===== config.mk =====
export PLATFORM = sky130hd
export DESIGN_NAME = sparc_ifu_wselq_dp
export DESIGN_NICKNAME = d
export VERILOG_FILES = /design/src/rtl/sparc_ifu_wselq_dp.sv
export SDC_FILE = /design/constraint.sdc
export NUM_CORES = 1
export LEC_CHECK = 0
export CORE_AREA = 2 2 167 169
export DETAILED_ROUTE_END_ITERATION = 8
export DIE_AREA = 0 0 169 171
export PLACE_DENSITY_LB_ADDON = 0.2
export RECOVER_POWER = 25
export SETUP_SLACK_MARGIN = 0.3
export SYNTH_ARGS = -nofsm -noshare
export SYNTH_HDL_FRONTEND = slang
export SYNTH_SLANG_ARGS = --single-unit

===== constraint.sdc =====
create_clock -name rclk -period 4.7 [get_ports rclk]
set_input_delay 0.705 -clock rclk [delete_from_list [all_inputs] [get_ports rclk]]
set_output_delay 0.705 -clock rclk [all_outputs]
set_load 0.02 [all_outputs]

===== src/rtl/sparc_ifu_wselq_dp.sv =====
// Icache way-select datapath: AND-OR fetch select with optional output register,
// registered-index ASI/BIST diagnostic read, and a way-select mutual-exclusion monitor.
module sparc_ifu_wselq_dp #(
    parameter int NWAYS = 4,
    parameter int DW    = 34,
    parameter int PIPE  = 1,
    parameter int ECNTW = 8,
    localparam int WAYW = $clog2(NWAYS)
) (
    input  logic                  rclk,
    input  logic                  reset,
    input  logic                  se,
    input  logic                  fet_vld_s1,
    input  logic [NWAYS*DW-1:0]   icd_fetdata_s1,
    input  logic [NWAYS*DW-1:0]   icd_topdata_s1,
    input  logic [NWAYS-1:0]      itlb_waysel_s1,
    input  logic                  asi_rd_req_f,
    input  logic [WAYW-1:0]       asi_way_f,
    input  logic                  err_clr,
    output logic [DW-1:0]         fdp_fetdata,
    output logic [DW-1:0]         fdp_topdata,
    output logic                  fdp_vld,
    output logic                  fdp_hit,
    output logic                  asi_rd_vld,
    output logic [2*DW-1:0]       asi_data,
    output logic                  waysel_err,
    output logic [ECNTW-1:0]      waysel_err_cnt
);

    logic unused_se;
    assign unused_se = se;

    logic [DW-1:0] fet_way [NWAYS];
    logic [DW-1:0] top_way [NWAYS];
    logic [DW-1:0] fet_or  [NWAYS+1];
    logic [DW-1:0] top_or  [NWAYS+1];

    // AND-OR select: multi-hot selects merge the chosen ways, zero-hot yields zero.
    assign fet_or[0] = '0;
    assign top_or[0] = '0;
    generate
        for (genvar gi = 0; gi < NWAYS; gi++) begin : g_way
            assign fet_way[gi]  = icd_fetdata_s1[gi*DW +: DW];
            assign top_way[gi]  = icd_topdata_s1[gi*DW +: DW];
            assign fet_or[gi+1] = fet_or[gi] | (fet_way[gi] & {DW{itlb_waysel_s1[gi]}});
            assign top_or[gi+1] = top_or[gi] | (top_way[gi] & {DW{itlb_waysel_s1[gi]}});
        end
    endgenerate

    logic sel_hit;
    assign sel_hit = fet_vld_s1 & (|itlb_waysel_s1);

    generate
        if (PIPE != 0) begin : g_pipe
            logic [DW-1:0] fet_reg;
            logic [DW-1:0] top_reg;
            logic          vld_reg;
            logic          hit_reg;

            always_ff @(posedge rclk or posedge reset) begin
                if (reset) begin
                    fet_reg <= '0;
                    top_reg <= '0;
                    vld_reg <= 1'b0;
                    hit_reg <= 1'b0;
                end else begin
                    fet_reg <= fet_or[NWAYS];
                    top_reg <= top_or[NWAYS];
                    vld_reg <= fet_vld_s1;
                    hit_reg <= sel_hit;
                end
            end

            assign fdp_fetdata = fet_reg;
            assign fdp_topdata = top_reg;
            assign fdp_vld     = vld_reg;
            assign fdp_hit     = hit_reg;
        end else begin : g_comb
            // Forced low during reset so the outputs read zero while reset is held.
            assign fdp_fetdata = reset ? '0 : fet_or[NWAYS];
            assign fdp_topdata = reset ? '0 : top_or[NWAYS];
            assign fdp_vld     = ~reset & fet_vld_s1;
            assign fdp_hit     = ~reset & sel_hit;
        end
    endgenerate

    // ASI read: index is flopped, then muxes the array data of the following cycle.
    logic            asi_vld_reg;
    logic [WAYW-1:0] asi_way_reg;

    always_ff @(posedge rclk or posedge reset) begin
        if (reset) begin
            asi_vld_reg <= 1'b0;
            asi_way_reg <= '0;
        end else begin
            asi_vld_reg <= asi_rd_req_f;
            asi_way_reg <= asi_way_f;
        end
    end

    logic [DW-1:0] asi_fet;
    logic [DW-1:0] asi_top;
    assign asi_fet    = fet_way[asi_way_reg];
    assign asi_top    = top_way[asi_way_reg];
    assign asi_rd_vld = asi_vld_reg;
    assign asi_data   = reset ? '0 :
                        {asi_top[DW-1:DW-2], asi_fet[DW-1:DW-2], asi_top[DW-3:0], asi_fet[DW-3:0]};

    // Multi-hot detect: clearing the lowest set bit leaves something only if >1 bit set.
    logic multi_hot;
    logic err_event;
    assign multi_hot = (itlb_waysel_s1 & (itlb_waysel_s1 - NWAYS'(1))) != '0;
    assign err_event = fet_vld_s1 & multi_hot;

    logic             err_reg;
    logic [ECNTW-1:0] cnt_reg;

    always_ff @(posedge rclk or posedge reset) begin
        if (reset) begin
            err_reg <= 1'b0;
            cnt_reg <= '0;
        end else if (err_event) begin
            err_reg <= 1'b1;
            if (err_clr)
                cnt_reg <= ECNTW'(1);
            else if (cnt_reg != {ECNTW{1'b1}})
                cnt_reg <= cnt_reg + ECNTW'(1);
        end else if (err_clr) begin
            err_reg <= 1'b0;
            cnt_reg <= '0;
        end
    end

    assign waysel_err     = err_reg;
    assign waysel_err_cnt = cnt_reg;

endmodule


==> results of run 1 <==
-- synthesized netlist by cell type (all sizes together), types with 2 or more instances --
library cell,count
a22oi,136
o21ai,5
nand3,2
a41oi,2
nand2,70
dfrtp,82
o211ai,3
mux4,68
nor3,4
and3,3
clkbuf,35
inv,2
and2,69
a21oi,3
o31ai,3
buf,21
-- final cells by class --
| type | instances | area [µm²] | share of cell area (%) |
|---|---|---|---|
| timing repair buffer | 445 | 4430 | 41.0 |
| multi-input combinational | 383 | 3530 | 32.7 |
| sequential | 82 | 2060 | 19.1 |
| tap | 346 | 433 | 4.01 |
| clock buffer | 10 | 239 | 2.22 |
| clock inverter | 6 | 90.1 | 0.835 |
| inverter | 2 | 10.0 | 0.0928 |
| antenna | 1 | 2.50 | 0.0232 |
-- logic make-up (layout without fill, tap and decap cells) --
logic type               count (synthesis)  count (layout)  share of synthesized area, %
multiplexers                            68              68                          26.2
buffers and inverters                   58             463                          4.50
other                                    0               1                             0
adder cells (fa/ha/maj)                  2               2                         0.450
AO/OA/AOI/OAI                          159             159                          20.4
flip-flops                              82              82                          35.1
AND/OR/NAND/NOR                        154             154                          13.4
-- stage by stage --
stage	util (%)	cells	hold slack (ns)	setup slack (ns)	total power, mW
final	39.5	1275	0.496	0.891	2.56
after global routing	39.5	1275	0.510	0.678	2.70
after CTS	39.5	1274	0.502	1.04	2.62
after detailed placement	38.3	1258	0.474	1.26	1.77
after global placement	38.3	1258	0.471	1.26	1.77
after floorplan	-	523	0.599	1.63	1.22
-- power by group --
part	switching [mW]	internal, mW
combinational	0.415	0.548
clock	0.328	0.482
sequential	0.0285	0.760
-- cell usage in the layout, fill, tap and decap left out, drive strengths merged, types with 2 or more instances in the layout --
master / count
a21oi: 3
clkbuf: 15
nand2: 70
and3: 3
nor3: 4
inv: 2
o211ai: 3
o21ai: 5
dfrtp: 82
bufinv: 2
nand3: 2
clkdlybuf4s50: 421
and2: 69
o31ai: 3
a22oi: 136
dlygate4sd3: 5
mux4: 68
a41oi: 2
buf: 14
clkinv: 3
-- worst max path at each step --
| stage | end | slack, ns |
|---|---|---|
| after global placement | asi_data[1] | 1.26 |
| final | asi_data[38] | 0.89 |
| after detailed placement | asi_data[1] | 1.26 |
| after global routing | asi_data[38] | 0.68 |
| after floorplan | asi_data[58] | 1.63 |
| after CTS | asi_data[2] | 1.04 |
-- metal layers --
layer / global-route usage (%) / share of wire, % / up-vias
met5: 0 / 0 / -
met4: 4.68 / 1.7 / 0
met3: 5.41 / 8.3 / 27
met2: 32.5 / 51 / 309
met1: 21.8 / 39 / 3136
li1: - / - / 2863
==> results.md, run 1 <==
- The critical-path cell with the highest stage delay is sky130_fd_sc_hd__clkdlybuf4s50_1.
- Sequential elements use 35.1% of the synthesized area.
- Setup repair after global routing left no endpoint under its margin.
- The die outline width is between 150 and 200 µm.
- Measured against its own limit, the worst slew margin works out to 38.2%.
- The number of nets in the final layout is 1208.
- Derived from the worst setup path, the maximum achievable clock frequency is 263 MHz.
- TritonCTS built the clock tree.
- The filler cell count in the final layout is 2720.
- For the pin with the worst max-slew slack, the measured transition is roughly 0.9 ns.
- At the worst endpoint, the arrival time is around 3.1 ns.
- The type of the setup path with the least slack is in2out.
- The kind of end point of the critical path is a primary output.
- The max-slew violation total from the final report is 0.
- Measured along the y axis, the die boundary spans 171 µm.
- The number of buffers inserted by port buffering is 430.
- The flow ran to the end, and the final reports show no timing, DRC or antenna violations.
- The total of flip-flops plus latches after synthesis is 82.
- Yosys printed 0 warnings.
- The startpoint identified for the worst hold timing path is waysel_err.
- Global routing used 18.3% of the available tracks.
- In the routed design, unresolved DRC markers number 0.
- Dividing the detail-routed via count by the number of cells gives 4.97.
- The critical path runs through a total of 5 cells.
- The commonest register cell after synthesis is sky130_fd_sc_hd__dfrtp_1.
- The root buffer cell chosen for the clock tree is sky130_fd_sc_hd__clkbuf_16.
- The path class of the tightest hold or removal check is reg2reg.
- Once detail routing completed, the nets flagged for antenna violations numbered 0.
- In this run, the number of DRC markers left after iteration 0 of detailed routing was 420.
- Of all nets on the critical path, the largest fanout is 43.
- IR analysis of the VDD net gives a maximum drop of approximately 110 µV.
- Row generation in the floorplan step produced between 60 and 70 rows.
- The clock net in this run drives a total of a little over 80 sinks.
- The final cell area excluding filler cells is 10800 µm².
- Once placement finished, the instance area stood at approximately 10000 µm².
- The total overflow reported by the global router is 0.
- The pre-antenna-repair detailed-routing pass consisted of 5 iterations.
- For flop-to-flop paths, the worst setup slack is about 3.1 ns.
- After synthesis, the largest area contributor takes up 35.1% of total cell area.
- Across the run, the number of max-cap violations was 0.
- The congestion estimate from routability-driven global placement came to 0.784.
- The clock transition time at the flip-flop clock pins of the worst setup and hold paths is 0.06 ns.
- The total routed wirelength is about 28000 µm.
- The initial cell density of the core is 21.4%.
- The static power due to leakage is slightly above 4 nW.
- The top cell type by total area after synthesis is sky130_fd_sc_hd__dfrtp_1.
- The number of hold violations in the final report was 0.
- The number of cells traversed by the worst register-to-register path is 4.
- In this run the critical register-to-register path is captured at waysel_err_cnt[4].
- The clock skew is approximately 0.009 ns.
- The fraction of layout cells with a size suffix above 1 is 11.3%.
- The number of global-route vias before repair is 6489.
- Detailed placement finished with a half-perimeter wire length of between 15000 and 20000 µm.
- 432 I/O pins were placed.
- Each instance of the synthesized netlist takes up on average 11.2 µm².
- The H-tree depth is 3.
- Of all flip-flops after synthesis, the portion carrying an async set or reset was 100%.
- The first global-routing pass estimated 40100 µm of wire.
- The worst path uses between 80 and 90% of the clock period.
- Setup violations remaining at the end of the flow were counted as 0.
- The worst hold path terminates at waysel_err.
- After floorplanning, the core was sized to cover 27300 µm².
- The number of nets produced by synthesis is 808.
- The worst register-to-register path begins at waysel_err_cnt[0].
- The worst setup path is launched from a primary input.
- The count of distinct cell types in the synthesized netlist is 37.
- In this run the cell area of the synthesized design comes to 5840 µm².
- The signal on the critical path passes through dlygate4sd3_1 > inv_4 > clkbuf_1 > and2_1 > clkdlybuf4s50_1.
- The power density relative to cell area is 237 nW/µm².
- The number of vias after detailed routing is roughly 6.3k.
- Once the clock tree was built, the setup fixing pass inserted 0 buffers.
- The source of the critical timing path is reset.
- The area of the die is 28900 µm².
- For this design, the CTS-stage hold fixing added 0 buffers.
- The average wire length per cell after detail routing is approximately 22 µm.
- No sink is reached through more buffers than the 2 on the longest clock path.
- In the final timing run, aggregate negative setup slack is 0 ns.
- The count of flip-flops with a built-in enable after synthesis is 0.
- The worst endpoint required time is 3.99 ns.
- Along the worst hold path, the cell count comes to 1.
- At the later pin of the worst-skew pair, clock insertion delay measures roughly 0.34 ns.
- Synthesis handed over a netlist of ~520 instances.
- Yosys attributes the largest share of cell area to sky130_fd_sc_hd__dfrtp_1 (35%), sky130_fd_sc_hd__mux4_2 (26%), sky130_fd_sc_hd__a22oi_1 (17%).
- Buffers inserted during clock tree synthesis total 9.
- The post-CTS resize count is 0.
- The largest net degree at the start of global routing is between 60 and 70.
- The final critical path time including I/O delays and setup is 3.81 ns.
- Among cell families on the critical path, the largest total delay comes from buffers and inverters.
- The stage delay of the slowest cell on the critical path is between 0.6 and 0.7 ns.
- The area growth from synthesis to layout is 84.6%.
- The sum of buffers and inverters on the critical path is 4.
- The number of antenna violations at the first check in global routing is 1.
(Power assumes the default switching activity.)
==> run 2, diff against run 1 <==
Clock period 4.7 ns to 3.8 ns, I/O delays scaled along.
==> results.md, run 2 (synthesis results as in run 1) <==
- The post-layout instance count excluding filler cells is 1277 (+0.16%).
- The signal on the critical path passes through dlygate4sd3_1 > inv_4 > clkbuf_1 > and2_1 > clkdlybuf4s50_1.
- Broken down by cell family, the worst path's largest delay share belongs to buffers and inverters.
- The run finished, with violations left.
- The vertical die dimension was 171 µm (unchanged).
- The setup violation total in the final timing report is 0 (unchanged).
- STA classifies the critical path startpoint as a primary input.
- In this run the clock root is driven by a sky130_fd_sc_hd__clkbuf_16.
- The worst min-delay path category is reg2reg.
- The via-per-instance ratio was 4.98 (+0.22%).
- The number of nets in the final layout was 1210 (+0.17%).
- The number of hold violations in the final report is 0 (unchanged).
- The end-of-flow core utilization is 39.5% (about the same).
- The DRC violation count after routing is 0 (unchanged).
- The number of cells on the critical path came to 5 (unchanged).
- The fraction of layout cells with a size suffix above 1 is 11.5% (+0.19 points).
- The setup path with the least slack is of type in2out.
- Setup repair after global routing left no endpoint under its margin.
- The worst register-to-register path ends at waysel_err_cnt[4].
- The largest individual stage delay along the critical path comes from the cell sky130_fd_sc_hd__clkdlybuf4s50_1.
- The tightest slew margin relative to the limit was -20.7% (-59 points).
- The number of buffers inserted by port buffering is 430 (unchanged).
- The buffer levels on the longest clock path came to 2 (unchanged).
- The later-pin clock latency in the skew report came to 0.35 ns (about the same).
- The number of global-route vias before repair is 6789 (+4.6%).
- The I/O pin count was 432 (unchanged).
- The number of search-and-repair iterations in the first detailed-routing pass is 5 (unchanged).
- The worst endpoint required time was 3.23 ns (-0.76 ns).
- The number of cells traversed by the worst register-to-register path is 4 (unchanged).
- The final critical path time including I/O delays and setup is between 3 and 4 ns.
- The post-route setup TNS came to 0 ns (unchanged).
- The minimum setup slack among reg-to-reg paths is 2.19 ns (-0.93 ns).
- The final setup slack of the worst path is 0.487 ns (-0.403 ns).
- The placeable core region came to 27300 µm² (unchanged).
- The most critical setup path has its startpoint at reset.
- The post-CTS resize count is 0 (unchanged).
- The global routing met1 resource utilization came to 21.1% (-0.70 points).
- The met2 usage in global routing is 32.5% (unchanged).
- The sum of internal, switching and leakage power was 3.05 mW (+19%).
- The met3 capacity usage during global routing is 5.57% (+0.16 points).
- The total number of clock tree sinks is 82 (unchanged).
- The startpoint identified for the worst register-to-register timing path is waysel_err_cnt[0].
- The static power due to leakage is 4.03 nW (about the same).
- The CTS tree is done.
- The initial cell density of the core was 21.4% (unchanged).
- The area of the die was 28900 µm² (unchanged).
- The sum of buffers and inverters on the critical path is 4 (unchanged).
- Static timing analysis puts the maximum clock frequency at 302 MHz.
- The number of placed cells counting well taps is 1260 (+0.16%).
- The max-slew violation total from the final report is 70 (+70).
- The clock transition time at the flip-flop clock pins of the worst setup and hold paths is 0.06 ns (about the same).
- The number of vias after detailed routing is 6359 (+0.38%).
- The checks that failed: max-capacitance violations, max-slew violations.
- The stage delay of the slowest cell on the critical path is 0.64 ns (+0.02 ns).
- The setup slack at placement is 0.750 ns (-0.511 ns).
- The max-capacitance violation count is 1 (+1).
- The largest net degree at the start of global routing came to 70 (+7.7%).
- The maximum fanout along the worst path is 32 (-26%).
- The number of buffers created by CTS was 9 (unchanged).
- The count of standard-cell rows is 61 (unchanged).
- The number of hold buffers added after CTS is 0 (unchanged).
- The capture point of the worst path is asi_data[64].
- The average wire length per cell after detail routing came to 21.4 µm (-1.3%).
- The placer congestion estimate is 0.792 (+0.92%).
- The combined global-route utilization of all metal layers is 18.4% (+0.085 points).
- The most common cell after layout, fill and taps aside is sky130_fd_sc_hd__clkdlybuf4s50_1.
- The die outline width is 169 µm (unchanged).
- The clock skew is 0.0102 ns (+0.00123 ns).
- The buffer count from post-CTS setup fixing is 0 (unchanged).
- The wire length of the first global-routing pass is 40300 µm (+0.53%).
- The actual transition at the worst max-transition pin was 1.81 ns (+0.883 ns).
- The number of DRC markers after the initial detailed-route iteration is 355 (-15%).
- The total routed wirelength is 27300 µm (-1.2%).
- The kind of end point of the critical path is a primary output.
- The post-detailed-route count of antenna-violating nets is 0 (unchanged).
- The worst voltage drop across the vdd grid came to 158 µV (+40%).
- The endpoint arrival time on the critical path is 2.74 ns (-0.36 ns).
- In the layout the commonest cells are sky130_fd_sc_hd__clkdlybuf4s50_1 (421), sky130_fd_sc_hd__a22oi_1 (136), sky130_fd_sc_hd__dfrtp_1 (80), sky130_fd_sc_hd__nand2_1 (70), sky130_fd_sc_hd__and2_1 (69).
- The H-tree depth is 3 (unchanged).
- The final worst-path cycle share is between 80 and 90%.
- The power density relative to cell area is 283 nW/µm² (+19%).
- The total overflow reported by the global router is 0 (unchanged).
- The estimated wirelength of the detail-placed design is 19900 µm (+0.52%).
- The number of antenna violations at the first check in global routing was 2 (+1).
- met2 is the most crowded layer.
- The area growth from synthesis to layout came to 84.6% (about the same).
run 2: layer usage:
metal  routed length [µm]  vias up
met3                 2320       39
li1                     -     2872
met2                13800      317
met1                10300     3129
met4                  839        2
met5                   13        -
run 2: layout make-up:
| cell class | count | area (µm²) |
|---|---|---|
| clock inverter | 5 | 37.5 |
| multi-input combinational | 383 | 3530 |
| antenna | 1 | 2.50 |
| sequential | 82 | 2060 |
| clock buffer | 11 | 253 |
| timing repair buffer | 447 | 4470 |
| fill | 2718 | 16500 |
| inverter | 2 | 10.0 |
| tap | 346 | 433 |
run 2: power breakdown:
group          switching [mW]  internal, mW
clock network           0.397         0.482
registers              0.0275         0.940
logic                   0.521         0.683
run 2: worst min path at each step:
| stage | startpoint | to | slack, ns | cells past startpoint |
|---|---|---|---|---|
| global route | waysel_err | waysel_err | 0.51 | 1 |
| global placement | waysel_err | waysel_err | 0.47 | 1 |
| detailed placement | waysel_err | waysel_err | 0.47 | 1 |
| CTS | waysel_err | waysel_err | 0.49 | 1 |
| finish | waysel_err | waysel_err | 0.48 | 1 |
| floorplan | waysel_err | waysel_err | 0.60 | 1 |
run 2: through the flow:
step           hold slack (ns)  cell area (µm²)
6_report                 0.482            10800
5_1_grt                  0.512            10800
4_1_cts                  0.489            10800
3_5_place_dp             0.473            10500
3_3_place_gp             0.470            10500
2_1_floorplan            0.599             5840
